<file path="src/rtl/pio_pulse_scheduler.sv">
// pio_pulse_scheduler: round-robin arbiter that shares the pio48 pin between NUM_REQ pulse-train requesters
// Ports:
//   i_clk, i_rst   clock (rising edge), synchronous active-high reset
//   i_req_valid    per-requester request, held until accepted
//   i_req_high     per-requester high width in cycles, slice i = [i*CNT_W +: CNT_W]
//   i_req_low      per-requester low width in cycles, same slicing
//   i_req_reps     per-requester number of high/low periods, slice i = [i*REP_W +: REP_W]
//   o_req_ready    one-hot 1-cycle accept strobe, combinational, only in IDLE
//   o_grant        one-hot owner of the pin while its train plays
//   o_done         one-hot 1-cycle strobe on the first GAP cycle after a train
//   o_busy         high in any state except IDLE
//   o_pio          registered pin value
module pio_pulse_scheduler #(
    parameter int NUM_REQ    = 2,
    parameter int CNT_W      = 16,
    parameter int REP_W      = 8,
    parameter int GAP_CYCLES = 4
) (
    input  logic                     i_clk,
    input  logic                     i_rst,
    input  logic [NUM_REQ-1:0]       i_req_valid,
    input  logic [NUM_REQ*CNT_W-1:0] i_req_high,
    input  logic [NUM_REQ*CNT_W-1:0] i_req_low,
    input  logic [NUM_REQ*REP_W-1:0] i_req_reps,
    output logic [NUM_REQ-1:0]       o_req_ready,
    output logic [NUM_REQ-1:0]       o_grant,
    output logic [NUM_REQ-1:0]       o_done,
    output logic                     o_busy,
    output logic                     o_pio
);
    localparam int PW = NUM_REQ > 1 ? $clog2(NUM_REQ) : 1;
    localparam logic [CNT_W-1:0] GAP_LD = CNT_W'(GAP_CYCLES - 1);

    typedef enum logic [1:0] {IDLE, HIGH, LOW, GAP} state_t;

    state_t             r_state, w_state_nx;
    logic [PW-1:0]      r_ptr, w_ptr_nx, r_owner, w_owner_nx, w_sel, w_idx;
    logic               w_found;
    logic [CNT_W-1:0]   r_cnt, w_cnt_nx, r_high, w_high_nx, r_low, w_low_nx, w_h, w_l;
    logic [REP_W-1:0]   r_reps, w_reps_nx, w_r;
    logic               r_pio;
    logic [NUM_REQ-1:0] r_done, w_done_nx;

    // Round-robin search starting at r_ptr, then mux out the winner's fields
    always_comb begin
        w_found = 1'b0;
        w_sel   = '0;
        w_idx   = '0;
        w_h     = '0;
        w_l     = '0;
        w_r     = '0;
        for (int j = 0; j < NUM_REQ; j++) begin
            w_idx = PW'((int'(r_ptr) + j) % NUM_REQ);
            if (!w_found && i_req_valid[w_idx]) begin
                w_found = 1'b1;
                w_sel   = w_idx;
            end
        end
        for (int j = 0; j < NUM_REQ; j++) begin
            if (w_sel == PW'(j)) begin
                w_h = i_req_high[j*CNT_W +: CNT_W];
                w_l = i_req_low[j*CNT_W +: CNT_W];
                w_r = i_req_reps[j*REP_W +: REP_W];
            end
        end
    end

    // r_high/r_low hold width-1 so the counters reload directly; a zero width behaves as 1
    always_comb begin
        w_state_nx = r_state;
        w_ptr_nx   = r_ptr;
        w_owner_nx = r_owner;
        w_cnt_nx   = r_cnt;
        w_high_nx  = r_high;
        w_low_nx   = r_low;
        w_reps_nx  = r_reps;
        case (r_state)
            IDLE: if (w_found) begin
                w_owner_nx = w_sel;
                w_ptr_nx   = (w_sel == PW'(NUM_REQ - 1)) ? '0 : w_sel + 1'b1;
                w_high_nx  = (w_h == '0) ? '0 : w_h - 1'b1;
                w_low_nx   = (w_l == '0) ? '0 : w_l - 1'b1;
                w_reps_nx  = w_r;
                w_state_nx = (w_r == '0) ? GAP : HIGH;
                w_cnt_nx   = (w_r == '0) ? GAP_LD : w_high_nx;
            end
            HIGH: if (r_cnt == '0) begin
                w_state_nx = LOW;
                w_cnt_nx   = r_low;
            end else begin
                w_cnt_nx = r_cnt - 1'b1;
            end
            LOW: if (r_cnt == '0) begin
                w_reps_nx  = r_reps - 1'b1;
                w_state_nx = (r_reps == REP_W'(1)) ? GAP : HIGH;
                w_cnt_nx   = (r_reps == REP_W'(1)) ? GAP_LD : r_high;
            end else begin
                w_cnt_nx = r_cnt - 1'b1;
            end
            GAP: if (r_cnt == '0) begin
                w_state_nx = IDLE;
            end else begin
                w_cnt_nx = r_cnt - 1'b1;
            end
            default: w_state_nx = IDLE;
        endcase
        // done lands on the first GAP cycle, including the reps=0 shortcut from IDLE
        w_done_nx = (w_state_nx == GAP && r_state != GAP) ? NUM_REQ'(1) << w_owner_nx : '0;
    end

    always_ff @(posedge i_clk) begin
        if (i_rst) begin
            r_state <= IDLE;
            r_ptr   <= '0;
            r_owner <= '0;
            r_cnt   <= '0;
            r_high  <= '0;
            r_low   <= '0;
            r_reps  <= '0;
            r_pio   <= 1'b0;
            r_done  <= '0;
        end else begin
            r_state <= w_state_nx;
            r_ptr   <= w_ptr_nx;
            r_owner <= w_owner_nx;
            r_cnt   <= w_cnt_nx;
            r_high  <= w_high_nx;
            r_low   <= w_low_nx;
            r_reps  <= w_reps_nx;
            r_pio   <= (w_state_nx == HIGH);
            r_done  <= w_done_nx;
        end
    end

    assign o_req_ready = (r_state == IDLE && w_found) ? NUM_REQ'(1) << w_sel : '0;
    assign o_grant     = (r_state == HIGH || r_state == LOW) ? NUM_REQ'(1) << r_owner : '0;
    assign o_done      = r_done;
    assign o_busy      = (r_state != IDLE);
    assign o_pio       = r_pio;
endmodule
</file>
<file path="config.mk">
export PLATFORM = sky130hd
export DESIGN_NAME = pio_pulse_scheduler
export DESIGN_NICKNAME = d
export VERILOG_FILES = /design/src/rtl/pio_pulse_scheduler.sv
export SDC_FILE = /design/constraint.sdc
export NUM_CORES = 1
export LEC_CHECK = 0
export ABC_AREA = 0
export BUFFER_PORTS_ARGS = -buffer_cell sky130_fd_sc_hd__buf_4
export CELL_PAD_IN_SITES_DETAIL_PLACEMENT = 1
export CELL_PAD_IN_SITES_GLOBAL_PLACEMENT = 2
export CORE_MARGIN = 2
export CORE_UTILIZATION = 36
export CTS_BUF_LIST = sky130_fd_sc_hd__clkbuf_2
export DETAILED_ROUTE_END_ITERATION = 12
export PLACE_DENSITY_LB_ADDON = 0.1
export SETUP_SLACK_MARGIN = 0.3
export SLEW_MARGIN = 0
export SYNTH_ARGS = -nofsm -noshare
export SYNTH_HDL_FRONTEND = slang
export SYNTH_SLANG_ARGS = --single-unit
</file>
<file path="constraint.sdc">
create_clock -name i_clk -period 8.3 [get_ports i_clk]
set_input_delay 1.66 -clock i_clk [delete_from_list [all_inputs] [get_ports i_clk]]
set_output_delay 1.66 -clock i_clk [all_outputs]
set_load 0.03 [all_outputs]
</file>
==> results.rst, run 1 <==
.. list-table::
   :header-rows: 1

   * - Metric
     - Value
   * - Crit path cell chain
     - buf_4, nand2b_1, nand2_4, nor2_1, buf_4
   * - Sequential element share of the synthesized area
     - 25.6%
   * - Worst voltage drop across the vdd grid
     - 0.0761 mV
   * - Vias post-DR
     - 5,085
   * - Summed instance area of the synthesized netlist
     - 0.00493 mm²
   * - Antenna diode count
     - 0
   * - Post-synth cell types
     - 74
   * - Synthesis-stage register bit count
     - 63
   * - Number of flops mapped to enable cells by yosys
     - 0
   * - Maximum clock frequency
     - 194 MHz
   * - Commonest non-fill, non-tap cells in the layout
     - buf_4 (96), nor2_1 (70), dfxtp_1 (63)
   * - CTS hold repair buffers
     - 0
   * - Number of cell rows
     - 42
   * - Static leakage
     - 2.28 nW
   * - Number of iterations in the first detailed-routing pass
     - 5
   * - Startpoint of the worst hold path
     - r_high[6]
   * - Number of setup buffers added after CTS
     - 0
   * - RR Startpoint
     - r_ptr
   * - Number of global-route vias before repair
     - 5,054
   * - Buffers & Inverters on Critical Path
     - 2
   * - Share of total power consumed by net switching
     - 39.3%
   * - Final GP Congestion
     - 0.834
   * - Global routing usage summed across all routing layers
     - 24.4%
   * - Post-layout nets
     - 794
   * - Mean post-synth cell area
     - 7.85 µm²
   * - Wire length reported by the detailed router
     - 17,600 µm
   * - Part of the power in registers
     - 37.1%
   * - Most used DFF post-synth
     - dfxtp_1
   * - Max Buffers Root-to-Sink
     - 2
   * - Most common library cell in the layout ignoring fill and taps
     - buf_4
   * - Nature of the critical path startpoint
     - input port
   * - Setup repair after global routing missed its margin
     - no
   * - Ys Warns
     - 0
   * - Combinational power share
     - 37.3%
   * - Slew headroom
     - 21.9%
   * - Highest net fanout along the worst path
     - 44
   * - Endpoints failing hold
     - 0
   * - Largest stage delay on the critical path
     - 0.56 ns
   * - Maximum number of pins on one net before global-route repair
     - 56
   * - Worst Clk Skew
     - 0.0463 ns
   * - Cell internal power dissipation
     - 0.625 mW
   * - Type of element capturing the critical path
     - output port
   * - Antenna violations before repair
     - 0
   * - Post-route minimum period
     - 5.15 ns
   * - Clk sinks
     - 63
   * - Final worst slack
     - 3.15 ns
   * - Synthesized instance count
     - 628
   * - Library cell contributing the largest single delay on the critical path
     - nand2b_1
   * - Outcome
     - finished, final reports clean
   * - Die footprint
     - 0.0147 mm²
   * - Port-buffer cells
     - 91
   * - Overflow left after global routing
     - 0
   * - Average routed wire per standard cell
     - 20.0 µm
   * - CTS resizes
     - 0
   * - Area of the placeable core
     - 0.0133 mm²
   * - Number of H-tree branching levels
     - 3
   * - CTS Root Cell
     - clkbuf_2
   * - CP dominant cell by count
     - buf_4
   * - Proportion of layout cells with a drive suffix above 1
     - 20.8%
   * - Worst setup path startpoint
     - i_req_valid[0]
   * - Clock edge transition at the registers on the reported setup and hold paths
     - 0.20 ns
   * - Relative contribution of the clock network to total power
     - 25.5%
   * - Kind of cell adding the most delay to the critical path
     - simple AND/OR/NAND/NOR gates
   * - Clk Latency, worst-skew pair
     - 0.58 ns
   * - Top-level I/O count
     - 92
   * - Actual transition at the worst max-transition pin
     - 1.17 ns
   * - ANT nets after route
     - 0
   * - Net count of the mapped netlist
     - 724
   * - Pre-CTS setup slack
     - 3.10 ns
   * - Starting DRT DRC Count
     - 241
   * - Die Width
     - 121 µm
   * - Post-synth ARST share
     - 0%
   * - Cts bufs inserted
     - 9
   * - Maxcap violations
     - 0
   * - Number of remaining DRC errors
     - 0
   * - Switching power summed over all nets
     - 0.404 mW
   * - Max-slew violation total from the final report
     - 0
   * - Worst Path Class, Setup
     - input port to output port
   * - Detailed placer's ending HPWL
     - 13,400 µm
   * - Post-route clock period utilization
     - 62.1%
   * - HP Class
     - flip-flop to flip-flop
   * - CTS tree
     - yes
   * - Worst EP required
     - 6.64 ns
   * - P&R area growth vs syn
     - 18.7%
   * - Post-Route Utilization
     - 44.0%
   * - Global-route wire length before repair
     - 28,000 µm
   * - Vertical die dimension
     - 121 µm
   * - Register cell area after layout
     - 0.00126 mm²
   * - Areal power density over the cells
     - 176 mW/mm²
   * - Final count of negative-setup-slack endpoints
     - 0
   * - Area of the multi-input gates
     - 0.00342 mm²
   * - Setup tns final
     - 0 ns
   * - Effective utilization at floorplan
     - 37.1%
   * - Critical path data arrival time
     - 3.49 ns
   * - Fill cell count
     - 1,641
   * - Vias per std cell
     - 5.78
-- Yosys cell counts (all sizes together) (5+ instances only) --
master,n,area share [%]
buf,18,2.4
a22oi,35,5.7
a211oi,19,3.1
nor4,17,3.0
nor2,71,5.5
nand4,8,1.1
a21oi,43,4.4
a31oi,8,1.0
and3,5,0.74
nand2,59,4.7
o21ai,25,2.5
or4,5,0.76
ha,12,3.0
nand4b,6,1.1
dfxtp,63,26
mux2i,30,6.1
inv,18,1.4
nor3,26,3.1
xor2,13,2.3
nand3,23,2.3
nor4b,7,1.9
nand2b,8,1.0
clkbuf,19,1.4
xnor2,28,5.0
-- power groups by stage --
stage	Sequential (mW)	Clock (mW)	Combinational (mW)
2_1_floorplan	0.377	0	0.259
3_3_place_gp	0.385	0	0.372
3_5_place_dp	0.388	0	0.380
4_1_cts	0.382	0.267	0.383
5_1_grt	0.388	0.280	0.422
6_report	0.382	0.263	0.384
-- final timing paths --
path,end,slack [ns],cells past startpoint
hold / removal,r_high[6],0.47,2
setup / recovery,o_req_ready[1],3.15,5
hold reg to reg,r_high[6],0.47,2
setup reg to reg,r_cnt[10],4.47,10
-- registers in the layout, summed over array words and instances, names as in the netlist --
register,count
r_low,16
r_owner,1
r_ptr,1
r_cnt,16
r_state,2
r_reps,8
o_done,2
r_high,16
o_pio,1
-- tightest hold or removal path: cells and delay by family (launching register included) --
kind            cells  cell delay, ns
flops               1            0.35
compound gates      1            0.05
simple gates        1            0.05
-- cells by family after synthesis --
logic type | count (synthesis) | synth area share (%)
AO/OA/AOI/OAI | 172 | 24.6
XOR/XNOR | 41 | 7.28
buffers and inverters | 55 | 5.20
multiplexers | 31 | 6.32
adder cells (fa/ha/maj) | 12 | 3.04
flip-flops | 63 | 25.6
AND/OR/NAND/NOR | 254 | 28.0
-- layout make-up --
type	instances	share of cell area, %
clock buffer	9	0.770
clock inverter	7	2.05
inverter	18	1.15
multi-input combinational	510	58.4
sequential	63	21.5
tap	176	3.76
timing repair buffer	96	12.3
-- metrics by stage --
| step | std cells | hold slack (ns) | cell area, µm² | total power, mW |
|---|---|---|---|---|
| global route | 879 | 0.496 | 5850 | 1.09 |
| finish | 879 | 0.471 | 5850 | 1.03 |
| CTS | 879 | 0.475 | 5850 | 1.03 |
| detailed placement | 863 | 0.451 | 5690 | 0.769 |
| global placement | 863 | 0.443 | 5690 | 0.758 |
| floorplan | 628 | 0.432 | 4930 | 0.637 |
-- metal layers --
layer | GRT usage, % | up-vias | wire length (µm) | share of wire [%]
li1 | - | 2472 | - | -
met1 | 37.8 | 2480 | 9210 | 52
met2 | 35.8 | 123 | 7490 | 43
met3 | 3.57 | 10 | 749 | 4.3
met4 | 4.36 | 0 | 131 | 0.75
met5 | 0 | - | 0 | 0
Power figures use the tool's default switching activity.
==> run 2, diff against run 1 <==
--- a/config.mk
+++ b/config.mk
@@ -10,7 +10,7 @@
 export CELL_PAD_IN_SITES_DETAIL_PLACEMENT = 1
 export CELL_PAD_IN_SITES_GLOBAL_PLACEMENT = 2
 export CORE_MARGIN = 2
-export CORE_UTILIZATION = 36
+export CORE_UTILIZATION = 30
 export CTS_BUF_LIST = sky130_fd_sc_hd__clkbuf_2
 export DETAILED_ROUTE_END_ITERATION = 12
 export PLACE_DENSITY_LB_ADDON = 0.1
==> constraint.sdc (replaced) <==
create_clock -name i_clk -period 4.3 [get_ports i_clk]
set_input_delay 0.86 -clock i_clk [delete_from_list [all_inputs] [get_ports i_clk]]
set_output_delay 0.86 -clock i_clk [all_outputs]
set_load 0.03 [all_outputs]
==> run 2 against run 1 <==
  * Critical path depth is 2 higher
  * Critical path type is now input port to flip-flop
  * First-iteration DRC count is 77% higher
  * Global-route usage shrank 2.6 points
  * Die area rose by 19%
  * Highest routed layer unchanged
  * Critical endpoint is now r_cnt[6]
  * Wire length is 7.9% higher
  * Design area is 0.38% higher
  * Utilization fell by 7.3 points
  * Setup slack got worse by 2.1 ns
==> results.rst, run 2 (synthesis results as in run 1) <==
.. list-table::
   :header-rows: 1

   * - Metric
     - Value
   * - Outcome
     - finished, final reports clean
   * - Worst Clk Skew
     - 0.0297 ns (-0.0166 ns)
   * - Worst reg2reg path endpoint
     - r_cnt[6]
   * - Wire length reported by the detailed router
     - 19,000 µm (+7.9%)
   * - Endpoints failing hold
     - 0 (unchanged)
   * - Starting DRT DRC Count
     - 426 (+77%)
   * - Number of remaining DRC errors
     - 0 (unchanged)
   * - Met2 GRT Util
     - 32.4% (-3.4 points)
   * - Top-level I/O count
     - 92 (unchanged)
   * - Vias per std cell
     - 5.52 (-4.6%)
   * - Maximum clock frequency
     - 306 MHz
   * - Antenna violations before repair
     - 1 (+1)
   * - Global-route wire length before repair
     - 30,200 µm (+7.9%)
   * - Path depth of the worst reg2reg path
     - 6 (-4)
   * - Area of the placeable core
     - 0.0160 mm² (+20%)
   * - Average routed wire per standard cell
     - 20.5 µm (+2.6%)
   * - Clk sinks
     - 63 (unchanged)
   * - ANT nets after route
     - 0 (unchanged)
   * - Vias post-DR
     - 5,099 (+0.28%)
   * - Number of iterations in the first detailed-routing pass
     - 5 (unchanged)
   * - CTS resizes
     - 0 (unchanged)
   * - Final count of negative-setup-slack endpoints
     - 0 (unchanged)
   * - Nature of the critical path startpoint
     - input port
   * - End of the worst hold path
     - r_high[6]
   * - HP Class
     - flip-flop to flip-flop
   * - Slew headroom
     - 22.6% (+0.68 points)
   * - Hold path cells
     - 2 (unchanged)
   * - Most common library cell in the layout ignoring fill and taps
     - buf_4
   * - Final GP Congestion
     - 0.849 (+1.7%)
   * - CTS Root Cell
     - clkbuf_2
   * - Max-slew violation total from the final report
     - 0 (unchanged)
   * - Setup slack of the worst register-to-register path
     - 1.06 ns (-3.41 ns)
   * - Busiest layer in global routing
     - met1
   * - Proportion of layout cells with a drive suffix above 1
     - 20.9% (+0.17 points)
   * - Maxcap violations
     - 0 (unchanged)
   * - Overflow left after global routing
     - 0 (unchanged)
   * - Vertical die dimension
     - 132 µm (+9.2%)
   * - Effective utilization at floorplan
     - 30.8% (-6.3 points)
   * - Actual transition at the worst max-transition pin
     - 1.16 ns (-0.0102 ns)
   * - Met3 global-route usage
     - 2.96% (-0.61 points)
   * - Max Buffers Root-to-Sink
     - 2 (unchanged)
   * - Port-buffer cells
     - 91 (unchanged)
   * - Maximum number of pins on one net before global-route repair
     - 34 (-39%)
   * - Register cell area after layout
     - 0.00126 mm² (unchanged)
   * - Startpoint of the worst hold path
     - r_high[6]
   * - P&R area growth vs syn
     - 19.1%
   * - CTS tree
     - yes
   * - Number of H-tree branching levels
     - 3 (unchanged)
   * - Global routing usage summed across all routing layers
     - 21.8% (-2.6 points)
   * - Post-layout nets
     - 799 (+0.63%)
   * - Setup tns final
     - 0 ns (unchanged)
   * - Clock edge transition at the registers on the reported setup and hold paths
     - 0.17 ns (-0.03 ns)
   * - Detailed placer's ending HPWL
     - 14,900 µm (+11%)
   * - Commonest non-fill, non-tap cells in the layout
     - buf_4 (101), nor2_1 (70), dfxtp_1 (63)
   * - Hold slack final
     - 0.470 ns (-0.000728 ns)
   * - Die footprint
     - 0.0175 mm² (+19%)
   * - Worst EP required
     - 4.77 ns (-1.87 ns)
   * - Number of setup buffers added after CTS
     - 0 (unchanged)
   * - Fill cell count
     - 2,052 (+25%)
   * - Post-route clock period utilization
     - 75.9%
   * - Number of cell rows
     - 46 (+9.5%)
   * - Number of global-route vias before repair
     - 5,190 (+2.7%)
   * - Static leakage
     - 2.28 nW (about the same)
   * - Met1 capacity usage during global routing
     - 33.1% (-4.6 points)
   * - Areal power density over the cells
     - 313 mW/mm² (+78%)
   * - Critical path data arrival time
     - 3.73 ns (+0.24 ns)
   * - Post-route minimum period
     - 3.26 ns
   * - RR Startpoint
     - r_ptr
   * - Worst voltage drop across the vdd grid
     - 0.130 mV (+71%)
   * - CTS hold repair buffers
     - 0 (unchanged)
   * - Worst Path Class, Setup
     - input port to flip-flop
   * - Area of the multi-input gates
     - 0.00342 mm² (unchanged)
   * - Type of element capturing the critical path
     - flip-flop
   * - Registers with the most flip-flops
     - r_cnt (16), r_high (16), r_low (16)
   * - Highest net fanout along the worst path
     - 14 (-68%)
   * - Cts bufs inserted
     - 9 (unchanged)
   * - Clk Latency, worst-skew pair
     - 0.57 ns (about the same)
   * - Die Width
     - 132 µm (+9.2%)
   * - Setup repair after global routing missed its margin
     - no
==> run 2: changes by cell type in the layout (fill, tap and decap cells not counted) <==
cell and delta:
clkinv_2 +2, inv_6 -1, buf_4 +5, bufinv_16 -2, clkinvlp_4 -1, clkinv_1 +2
diode_2 +1, clkinv_4 -1
==> run 2: worst max-delay path by stage <==
stage	slack, ns	cells after the start	end	startpoint
2_1_floorplan	0.68	16	r_cnt[6]	i_req_valid[0]
3_3_place_gp	0.41	7	r_cnt[0]	i_req_valid[0]
3_5_place_dp	0.49	8	r_cnt[0]	i_req_valid[0]
4_1_cts	1.09	6	r_cnt[6]	r_ptr
5_1_grt	0.86	9	r_cnt[13]	r_state[0]
6_report	1.04	7	r_cnt[6]	i_req_valid[0]
==> run 2: report_power, final <==
group          total (mW)  switching, mW  internal (mW)  leakage (nW)
clock network       0.353          0.229          0.124        0.0664
logic               0.749          0.450          0.299          1.69
registers           0.738         0.0803          0.657         0.520
total                1.84          0.760           1.08          2.28
==> run 2: cell type report <==
type / instances / area share [%]
Clock inverter: 6 / 0.894
Timing Repair Buffer: 101 / 12.9
Multi-Input combinational cell: 510 / 58.2
Antenna cell: 1 / 0.0426
Tap cell: 216 / 4.60
Sequential cell: 63 / 21.5
Inverter: 18 / 1.15
Clock buffer: 9 / 0.767
==> run 2: routing by layer <==
metal  vias to the layer above  share of wire (%)
met5                         -                  0
met1                      2477                 53
met3                        14                4.0
met2                       130                 42
li1                       2478                  -
met4                         0                1.0
==> run 2: worst max-delay path, cell delays in order <==
cell	delay (ns)
buf_4	0.11
nor2b_1	0.56
o21ai_1	0.20
o32ai_1	0.72
nand3_1	0.69
a311o_1	0.46
o211a_1	0.12
==> run 2: through the flow <==
step                      cells  setup slack [ns]  power (mW)  util (%)  instance area, µm²
after global routing        924             0.860        1.97      36.7                5880
final                       924              1.04        1.84      36.7                5880
after global placement      908             0.405        1.48      36.1                5780
after detailed placement    908             0.494        1.50      36.1                5780
after floorplan             628             0.685        1.23         -                4930
after CTS                   923              1.09        1.85      36.7                5870
